===== config.mk =====
export PLATFORM = sky130hd
export DESIGN_NAME = id_ex_stage_flat
export DESIGN_NICKNAME = d
export VERILOG_FILES = /design/src/rtl/rv32_pkg.sv /design/src/rtl/id_ex_stage_if.sv /design/src/rtl/id_ex_stage_load_use_detect.sv /design/src/rtl/id_ex_stage.sv /design/src/flat_wrapper.sv
export SDC_FILE = /design/constraint.sdc
export NUM_CORES = 1
export LEC_CHECK = 0
export ABC_AREA = 1
export CAP_MARGIN = 40
export CORE_AREA = 2 2 143 145
export DETAILED_ROUTE_END_ITERATION = 10
export DIE_AREA = 0 0 145 147
export GPL_TIMING_DRIVEN = 0
export MAX_ROUTING_LAYER = met4
export PLACE_DENSITY = 0.83
export SLEW_MARGIN = 30
export SYNTH_ARGS = -nofsm -noshare
export SYNTH_HDL_FRONTEND = slang
export SYNTH_SLANG_ARGS = --single-unit

===== constraint.sdc =====
create_clock -name clk -period 1.3 [get_ports clk]
set_clock_uncertainty 0.05 [all_clocks]
set_input_delay 0.13 -clock clk [delete_from_list [all_inputs] [get_ports clk]]
set_output_delay 0.13 -clock clk [all_outputs]
set_load 0.02 [all_outputs]

===== src/rtl/rv32_pkg.sv =====
// Shared RV32 definitions: datapath width, register constants, ALU encodings and
// the stage-control field layout that decode and execute both rely on.
package rv32_pkg;
    localparam int         XLEN     = 32;
    localparam logic [4:0] REG_ZERO = 5'd0;

    typedef enum logic [3:0] {
        ALU_ADD  = 4'd0,
        ALU_SUB  = 4'd1,
        ALU_SLL  = 4'd2,
        ALU_SLT  = 4'd3,
        ALU_SLTU = 4'd4,
        ALU_XOR  = 4'd5,
        ALU_SRL  = 4'd6,
        ALU_SRA  = 4'd7,
        ALU_OR   = 4'd8,
        ALU_AND  = 4'd9,
        ALU_LUI  = 4'd10,
        ALU_PASS = 4'd11
    } alu_op_e;

    typedef struct packed {
        logic       reg_write;
        logic       mem_read;
        logic       mem_write;
        logic       mem_to_reg;
        logic       alu_src;
        logic       is_compressed;
        logic [3:0] alu_op;
    } stage_ctrl_t;

    // Write-back targets this source register (x0 never forwards).
    function automatic logic wb_hit(input logic we, input logic [4:0] wb_rd, input logic [4:0] rs);
        return we && (wb_rd != REG_ZERO) && (wb_rd == rs);
    endfunction
endpackage


===== src/rtl/id_ex_stage_if.sv =====
// Decode -> ID/EX -> execute bus. master: decode/execute side; slave: the ID/EX register.
interface id_ex_stage_if #(
    parameter int XLEN = rv32_pkg::XLEN
);
    import rv32_pkg::*;

    logic            id_valid;
    logic [XLEN-1:0] id_pc, id_rs1_data, id_rs2_data, id_imm;
    logic [4:0]      id_rs1, id_rs2, id_rd;
    logic            id_rs2_used;
    logic            id_reg_write, id_mem_read, id_mem_write, id_mem_to_reg, id_alu_src, id_is_compressed;
    logic [3:0]      id_alu_op;

    logic            IDEX_valid;
    logic [XLEN-1:0] IDEX_pc, IDEX_rs1_data, IDEX_rs2_data, IDEX_imm;
    logic [4:0]      IDEX_IW_out_rs1, IDEX_IW_out_rs2, IDEX_IW_out_rd;
    logic            IDEX_RegWrite, IDEX_MemRead, IDEX_MemWrite_out, IDEX_MemToReg, IDEX_alu_src, IDEX_is_compressed;
    logic [3:0]      IDEX_alu_op;

    modport master (
        output id_valid, id_pc, id_rs1_data, id_rs2_data, id_imm, id_rs1, id_rs2, id_rd, id_rs2_used,
               id_reg_write, id_mem_read, id_mem_write, id_mem_to_reg, id_alu_src, id_is_compressed, id_alu_op,
        input  IDEX_valid, IDEX_pc, IDEX_rs1_data, IDEX_rs2_data, IDEX_imm,
               IDEX_IW_out_rs1, IDEX_IW_out_rs2, IDEX_IW_out_rd,
               IDEX_RegWrite, IDEX_MemRead, IDEX_MemWrite_out, IDEX_MemToReg, IDEX_alu_src,
               IDEX_is_compressed, IDEX_alu_op
    );

    modport slave (
        input  id_valid, id_pc, id_rs1_data, id_rs2_data, id_imm, id_rs1, id_rs2, id_rd, id_rs2_used,
               id_reg_write, id_mem_read, id_mem_write, id_mem_to_reg, id_alu_src, id_is_compressed, id_alu_op,
        output IDEX_valid, IDEX_pc, IDEX_rs1_data, IDEX_rs2_data, IDEX_imm,
               IDEX_IW_out_rs1, IDEX_IW_out_rs2, IDEX_IW_out_rd,
               IDEX_RegWrite, IDEX_MemRead, IDEX_MemWrite_out, IDEX_MemToReg, IDEX_alu_src,
               IDEX_is_compressed, IDEX_alu_op
    );
endinterface


===== src/rtl/id_ex_stage_load_use_detect.sv =====
// Combinational load-use hazard term; only built when ID_EX_LOAD_USE_DETECT_EN is defined.
`ifdef ID_EX_LOAD_USE_DETECT_EN
module load_use_detect
    import rv32_pkg::*;
(
    input  logic       idex_valid,
    input  logic       idex_mem_read,
    input  logic [4:0] idex_rd,
    input  logic       id_valid,
    input  logic [4:0] id_rs1,
    input  logic [4:0] id_rs2,
    input  logic       id_rs2_used,
    output logic       hazard
);
    assign hazard = idex_valid && idex_mem_read && (idex_rd != REG_ZERO) && id_valid &&
                    ((idex_rd == id_rs1) || (id_rs2_used && (idex_rd == id_rs2)));
endmodule
`endif


===== src/rtl/id_ex_stage.sv =====
// ID/EX pipeline register: bubbles on flush and load-use, holds on stall, WB write-through.
// Load-use detection and bubble_count are built only with `define ID_EX_LOAD_USE_DETECT_EN.
module id_ex_stage #(
    parameter int XLEN  = rv32_pkg::XLEN,
    parameter int CNT_W = 16
) (
    input  logic             clk,
    input  logic             rst_n,
    input  logic             stall_i,
    input  logic             flush_i,
    input  logic             MEMWB_RegWrite_out,
    input  logic [4:0]       MEMWB_RD,
    input  logic [XLEN-1:0]  wb_data,
    output logic             ifid_write_en,
    output logic             pc_write_en,
    output logic [CNT_W-1:0] bubble_count,
    id_ex_stage_if.slave     bus
);
    import rv32_pkg::*;

    typedef struct packed {
        logic            valid;
        logic [XLEN-1:0] pc;
        logic [XLEN-1:0] rs1_data;
        logic [XLEN-1:0] rs2_data;
        logic [XLEN-1:0] imm;
        logic [4:0]      rs1;
        logic [4:0]      rs2;
        logic [4:0]      rd;
        stage_ctrl_t     ctrl;
    } idex_t;

    idex_t q, cap;
    logic  hazard;

`ifdef ID_EX_LOAD_USE_DETECT_EN
    load_use_detect u_lud (
        .idex_valid    (q.valid),
        .idex_mem_read (q.ctrl.mem_read),
        .idex_rd       (q.rd),
        .id_valid      (bus.id_valid),
        .id_rs1        (bus.id_rs1),
        .id_rs2        (bus.id_rs2),
        .id_rs2_used   (bus.id_rs2_used),
        .hazard        (hazard)
    );

    // Only hazard bubbles count; flush and hold take precedence over the hazard.
    always_ff @(posedge clk) begin
        if (!rst_n)
            bubble_count <= '0;
        else if (!flush_i && !stall_i && hazard && (bubble_count != '1))
            bubble_count <= bubble_count + CNT_W'(1);
    end
`else
    assign hazard       = 1'b0;
    assign bubble_count = '0;
`endif

    always_comb begin
        cap                    = '0;
        cap.valid              = bus.id_valid;
        cap.pc                 = bus.id_pc;
        cap.imm                = bus.id_imm;
        cap.rs1                = bus.id_rs1;
        cap.rs2                = bus.id_rs2;
        cap.rd                 = bus.id_rd;
        cap.ctrl.reg_write     = bus.id_reg_write;
        cap.ctrl.mem_read      = bus.id_mem_read;
        cap.ctrl.mem_write     = bus.id_mem_write;
        cap.ctrl.mem_to_reg    = bus.id_mem_to_reg;
        cap.ctrl.alu_src       = bus.id_alu_src;
        cap.ctrl.is_compressed = bus.id_is_compressed;
        cap.ctrl.alu_op        = bus.id_alu_op;
        cap.rs1_data = wb_hit(MEMWB_RegWrite_out, MEMWB_RD, bus.id_rs1) ? wb_data : bus.id_rs1_data;
        cap.rs2_data = wb_hit(MEMWB_RegWrite_out, MEMWB_RD, bus.id_rs2) ? wb_data : bus.id_rs2_data;
    end

    // Priority: reset, flush, hold, hazard bubble, capture.
    always_ff @(posedge clk) begin
        if (!rst_n)
            q <= '0;
        else if (flush_i)
            q <= '0;
        else if (!stall_i)
            q <= hazard ? '0 : cap;
    end

    assign ifid_write_en = rst_n && (flush_i || (!stall_i && !hazard));
    assign pc_write_en   = ifid_write_en;

    assign bus.IDEX_valid         = q.valid;
    assign bus.IDEX_pc            = q.pc;
    assign bus.IDEX_rs1_data      = q.rs1_data;
    assign bus.IDEX_rs2_data      = q.rs2_data;
    assign bus.IDEX_imm           = q.imm;
    assign bus.IDEX_IW_out_rs1    = q.rs1;
    assign bus.IDEX_IW_out_rs2    = q.rs2;
    assign bus.IDEX_IW_out_rd     = q.rd;
    assign bus.IDEX_RegWrite      = q.ctrl.reg_write;
    assign bus.IDEX_MemRead       = q.ctrl.mem_read;
    assign bus.IDEX_MemWrite_out  = q.ctrl.mem_write;
    assign bus.IDEX_MemToReg      = q.ctrl.mem_to_reg;
    assign bus.IDEX_alu_src       = q.ctrl.alu_src;
    assign bus.IDEX_is_compressed = q.ctrl.is_compressed;
    assign bus.IDEX_alu_op        = q.ctrl.alu_op;
endmodule


===== src/flat_wrapper.sv =====
// flat-port wrapper written by rule: the top's interface ports become plain ports
module id_ex_stage_flat import rv32_pkg::*;
#(
    parameter int XLEN  = rv32_pkg::XLEN,
    parameter int CNT_W = 16
)
  (clk, rst_n, stall_i, flush_i, MEMWB_RegWrite_out, MEMWB_RD, wb_data, ifid_write_en, pc_write_en, bubble_count, bus_id_valid, bus_id_pc, bus_id_rs1_data, bus_id_rs2_data, bus_id_imm, bus_id_rs1, bus_id_rs2, bus_id_rd, bus_id_rs2_used, bus_id_reg_write, bus_id_mem_read, bus_id_mem_write, bus_id_mem_to_reg, bus_id_alu_src, bus_id_is_compressed, bus_id_alu_op, bus_IDEX_valid, bus_IDEX_pc, bus_IDEX_rs1_data, bus_IDEX_rs2_data, bus_IDEX_imm, bus_IDEX_IW_out_rs1, bus_IDEX_IW_out_rs2, bus_IDEX_IW_out_rd, bus_IDEX_RegWrite, bus_IDEX_MemRead, bus_IDEX_MemWrite_out, bus_IDEX_MemToReg, bus_IDEX_alu_src, bus_IDEX_is_compressed, bus_IDEX_alu_op);
  id_ex_stage_if #(.XLEN(XLEN)) bus_i ();
  input  logic clk;
  input  logic rst_n;
  input  logic stall_i;
  input  logic flush_i;
  input  logic MEMWB_RegWrite_out;
  input  logic [4:0] MEMWB_RD;
  input  logic [XLEN-1:0] wb_data;
  output logic ifid_write_en;
  output logic pc_write_en;
  output logic [CNT_W-1:0] bubble_count;
  input wire logic [$bits(bus_i.id_valid)-1:0] bus_id_valid;
  input wire logic [$bits(bus_i.id_pc)-1:0] bus_id_pc;
  input wire logic [$bits(bus_i.id_rs1_data)-1:0] bus_id_rs1_data;
  input wire logic [$bits(bus_i.id_rs2_data)-1:0] bus_id_rs2_data;
  input wire logic [$bits(bus_i.id_imm)-1:0] bus_id_imm;
  input wire logic [$bits(bus_i.id_rs1)-1:0] bus_id_rs1;
  input wire logic [$bits(bus_i.id_rs2)-1:0] bus_id_rs2;
  input wire logic [$bits(bus_i.id_rd)-1:0] bus_id_rd;
  input wire logic [$bits(bus_i.id_rs2_used)-1:0] bus_id_rs2_used;
  input wire logic [$bits(bus_i.id_reg_write)-1:0] bus_id_reg_write;
  input wire logic [$bits(bus_i.id_mem_read)-1:0] bus_id_mem_read;
  input wire logic [$bits(bus_i.id_mem_write)-1:0] bus_id_mem_write;
  input wire logic [$bits(bus_i.id_mem_to_reg)-1:0] bus_id_mem_to_reg;
  input wire logic [$bits(bus_i.id_alu_src)-1:0] bus_id_alu_src;
  input wire logic [$bits(bus_i.id_is_compressed)-1:0] bus_id_is_compressed;
  input wire logic [$bits(bus_i.id_alu_op)-1:0] bus_id_alu_op;
  output wire logic [$bits(bus_i.IDEX_valid)-1:0] bus_IDEX_valid;
  output wire logic [$bits(bus_i.IDEX_pc)-1:0] bus_IDEX_pc;
  output wire logic [$bits(bus_i.IDEX_rs1_data)-1:0] bus_IDEX_rs1_data;
  output wire logic [$bits(bus_i.IDEX_rs2_data)-1:0] bus_IDEX_rs2_data;
  output wire logic [$bits(bus_i.IDEX_imm)-1:0] bus_IDEX_imm;
  output wire logic [$bits(bus_i.IDEX_IW_out_rs1)-1:0] bus_IDEX_IW_out_rs1;
  output wire logic [$bits(bus_i.IDEX_IW_out_rs2)-1:0] bus_IDEX_IW_out_rs2;
  output wire logic [$bits(bus_i.IDEX_IW_out_rd)-1:0] bus_IDEX_IW_out_rd;
  output wire logic [$bits(bus_i.IDEX_RegWrite)-1:0] bus_IDEX_RegWrite;
  output wire logic [$bits(bus_i.IDEX_MemRead)-1:0] bus_IDEX_MemRead;
  output wire logic [$bits(bus_i.IDEX_MemWrite_out)-1:0] bus_IDEX_MemWrite_out;
  output wire logic [$bits(bus_i.IDEX_MemToReg)-1:0] bus_IDEX_MemToReg;
  output wire logic [$bits(bus_i.IDEX_alu_src)-1:0] bus_IDEX_alu_src;
  output wire logic [$bits(bus_i.IDEX_is_compressed)-1:0] bus_IDEX_is_compressed;
  output wire logic [$bits(bus_i.IDEX_alu_op)-1:0] bus_IDEX_alu_op;
  assign bus_i.id_valid = bus_id_valid;
  assign bus_i.id_pc = bus_id_pc;
  assign bus_i.id_rs1_data = bus_id_rs1_data;
  assign bus_i.id_rs2_data = bus_id_rs2_data;
  assign bus_i.id_imm = bus_id_imm;
  assign bus_i.id_rs1 = bus_id_rs1;
  assign bus_i.id_rs2 = bus_id_rs2;
  assign bus_i.id_rd = bus_id_rd;
  assign bus_i.id_rs2_used = bus_id_rs2_used;
  assign bus_i.id_reg_write = bus_id_reg_write;
  assign bus_i.id_mem_read = bus_id_mem_read;
  assign bus_i.id_mem_write = bus_id_mem_write;
  assign bus_i.id_mem_to_reg = bus_id_mem_to_reg;
  assign bus_i.id_alu_src = bus_id_alu_src;
  assign bus_i.id_is_compressed = bus_id_is_compressed;
  assign bus_i.id_alu_op = bus_id_alu_op;
  assign bus_IDEX_valid = bus_i.IDEX_valid;
  assign bus_IDEX_pc = bus_i.IDEX_pc;
  assign bus_IDEX_rs1_data = bus_i.IDEX_rs1_data;
  assign bus_IDEX_rs2_data = bus_i.IDEX_rs2_data;
  assign bus_IDEX_imm = bus_i.IDEX_imm;
  assign bus_IDEX_IW_out_rs1 = bus_i.IDEX_IW_out_rs1;
  assign bus_IDEX_IW_out_rs2 = bus_i.IDEX_IW_out_rs2;
  assign bus_IDEX_IW_out_rd = bus_i.IDEX_IW_out_rd;
  assign bus_IDEX_RegWrite = bus_i.IDEX_RegWrite;
  assign bus_IDEX_MemRead = bus_i.IDEX_MemRead;
  assign bus_IDEX_MemWrite_out = bus_i.IDEX_MemWrite_out;
  assign bus_IDEX_MemToReg = bus_i.IDEX_MemToReg;
  assign bus_IDEX_alu_src = bus_i.IDEX_alu_src;
  assign bus_IDEX_is_compressed = bus_i.IDEX_is_compressed;
  assign bus_IDEX_alu_op = bus_i.IDEX_alu_op;
  id_ex_stage #(.XLEN(XLEN), .CNT_W(CNT_W)) u_core (.clk(clk), .rst_n(rst_n), .stall_i(stall_i), .flush_i(flush_i), .MEMWB_RegWrite_out(MEMWB_RegWrite_out), .MEMWB_RD(MEMWB_RD), .wb_data(wb_data), .ifid_write_en(ifid_write_en), .pc_write_en(pc_write_en), .bubble_count(bubble_count), .bus(bus_i));
endmodule

==> results.tsv <==
metric	value	unit
die_area	21300	sq um
rrSetupSlack	0.55	ns
tightest_slew	0.609	ns
yosys_warnings	0	
vdd_drop_max	0.885	mV
drive_gt1_share	15.7	%
pin_count	369	
maxCapViolCount	0	
grt_pass1_wl	40000	um
routedWlPerCell	15.6	um
drt_iter0_markers	520	
reg2reg_depth	2	
maxSlewViolCount	0	
cp.arrival	1.11	ns
firstDrtPassIters	5	
final_common_cell	nand2_1	
grt_overflow	0	
rsz0062_at_grt	yes	
max_freq	775	MHz
crit_path_end_kind	output port	
clkLatencyLatePin	0.42	ns
die_height	147	um
grt_usage	24.7	%
status	finished, final reports clean	
finalNonFillerCells	1693	
min_to	u_core.bus.IDEX_IW_out_rs1[2]	
syn_inst	1014	
yosysSeqAreaShare	44.5	%
r2r-end	u_core.bus.IDEX_rs1_data[2]	
cts.clk_slew.worst_paths	0.07	ns
area_growth	64.0	%
drc	0	
dpl_cell_area	10800	sq um
hold_start	bus_id_rs1[2]	
hold_viol	0	
antenna_found_initial	5	
holdPathStages	3	
initial_core_util	34.9	%
nets	1602	
power	12.1	mW
placement.io_buffers	350	
dp_hpwl	20500	um
mostFrequentLayoutCells	nand2_1 (286), clkdlybuf4s50_1 (179), dfxtp_1 (154)	
core-area	19800	sq um
die_x	145	um
period_share	99.3	%
fin_area	11400	sq um
viasPerCell	4.68	
h-tree-depth	4	
vias	7915	
finalSetupViolCount	0	
cts_tree	built	
clockBufferDepth	2	
worst-setup-path-type	in -> out	
root_buffer	clkbuf_16	
startpoint_type	input port	
ant_nets	0	
grt_pass1_vias	7518	
clock_sinks	154	
netlist_area	6930	sq um
synth_cell_types	22	
required	1.12	ns
gp_congestion	0.906	
row_count	52	
reg2reg_from	u_core.bus.IDEX_rs1_data[2]	
grt_start_max_net_pins	18	
power.density	1060	nW/um^2
relSlewSlack	59.4	%
nFillCells	1853	
leakage	5.20	nW
dp_cells	1649	
wl	26400	um
fin_crit	1.29	ns
synth-seq-cells	154	
cts-buffers-inserted	17	
synth_area_per_cell	6.84	sq um
hp-class	in -> reg	
critPathMaxFanout	2	
## sequential cells by signal (all words and copies together) (netlist names)
signal / cells
u_core.bus.IDEX_IW_out_rd: 5
u_core.bus.IDEX_IW_out_rs1: 5
u_core.bus.IDEX_IW_out_rs2: 5
u_core.bus.IDEX_MemRead: 1
u_core.bus.IDEX_MemToReg: 1
u_core.bus.IDEX_MemWrite_out: 1
u_core.bus.IDEX_RegWrite: 1
u_core.bus.IDEX_alu_op: 4
u_core.bus.IDEX_alu_src: 1
u_core.bus.IDEX_imm: 32
u_core.bus.IDEX_is_compressed: 1
u_core.bus.IDEX_pc: 32
u_core.bus.IDEX_rs1_data: 32
u_core.bus.IDEX_rs2_data: 32
u_core.bus.IDEX_valid: 1
## power breakdown
group          total, mW  internal, mW  switching (mW)
logic               2.25          1.05            1.20
registers           4.99          4.89          0.0922
clock network       4.84          2.67            2.17
## cells in the mapped netlist
cell type | number | area [sq um]
buf_2 | 19 | 95.1
inv_1 | 71 | 267
nor2_4 | 3 | 33.8
dfxtp_1 | 154 | 3080
nand2_2 | 1 | 6.26
xnor2_1 | 1 | 8.76
nand3_4 | 1 | 17.5
clkbuf_1 | 31 | 116
a21oi_1 | 90 | 450
buf_4 | 23 | 173
buf_6 | 6 | 67.6
o21ai_0 | 37 | 185
nand3b_1 | 1 | 7.51
nand2_1 | 288 | 1080
nor2_2 | 31 | 194
xor2_1 | 4 | 35.0
inv_2 | 7 | 26.3
nand3_1 | 66 | 330
buf_1 | 9 | 33.8
nand4_1 | 32 | 200
nor2_1 | 138 | 518
conb_1 | 1 | 3.75
## worst max path at each step
stage | depth (start not counted) | to | from
after detailed placement | 6 | u_core.bus.IDEX_imm[22] | flush_i
after global placement | 6 | u_core.bus.IDEX_imm[22] | flush_i
after global routing | 5 | pc_write_en | flush_i
after floorplan | 7 | pc_write_en | stall_i
after CTS | 1 | bus_IDEX_rs2_data[5] | u_core.bus.IDEX_rs2_data[5]
final | 5 | pc_write_en | flush_i
## routing by layer
metal	up-vias	track usage, %	part of all wire [%]	wire (um)
li1	3947	-	-	-
met5	-	-	0	0
met1	3551	27.4	39	10400
met2	365	41.0	48	12800
met4	0	9.75	2.9	758
met3	52	8.32	9.5	2500
## kinds of logic after synthesis
| logic type | count (synthesis) | share of synthesized area (%) |
|---|---|---|
| other | 1 | 0.0541 |
| AND/OR/NAND/NOR | 561 | 34.5 |
| AO/OA/AOI/OAI | 127 | 9.17 |
| XOR/XNOR | 5 | 0.632 |
| flip-flops | 154 | 44.5 |
| buffers and inverters | 166 | 11.2 |
## worst max-delay path, stage by stage
cell,delay [ns]
clkdlybuf4s50_1,0.53
nor2_1,0.08
nor2_2,0.16
buf_6,0.12
buf_6,0.10
## layout make-up
type	count	area [sq um]	area share, %
Clock inverter	15	138	1.21
Tap cell	270	338	2.97
Sequential cell	154	3080	27.1
Multi-Input combinational cell	709	3190	28.1
Inverter	78	303	2.66
Buffer	87	534	4.70
Timing Repair inverter	1	7.51	0.0660
Clock buffer	17	425	3.74
Antenna cell	5	12.5	0.110
Timing Repair Buffer	357	3340	29.4
## timing repair
| item | in CTS | in global routing |
|---|---|---|
| gates cloned | 2 | 1 |
| setup buffers | 4 | 0 |
| hold buffers | 0 | 1 |
| resized for setup | 275 | 161 |
| endpoints found under the hold margin | 0 | 1 |
| setup endpoints to repair | 255 | 204 |
| pin swaps | 11 | 6 |
## through the flow
stage	util [%]	setup TNS [ns]	hold slack [ns]	setup WS (ns)
after floorplan	-	0	0.223	0.0252
after global placement	54.7	-82.77	0.401	-0.800
after detailed placement	54.7	-84.41	0.405	-0.842
after CTS	57.7	0	0.0477	0.000171
after global routing	57.3	-0.0383	0.0860	-0.0251
final	57.3	0	0.0652	0.00900
No activity file was read; power rests on OpenSTA's default activity.
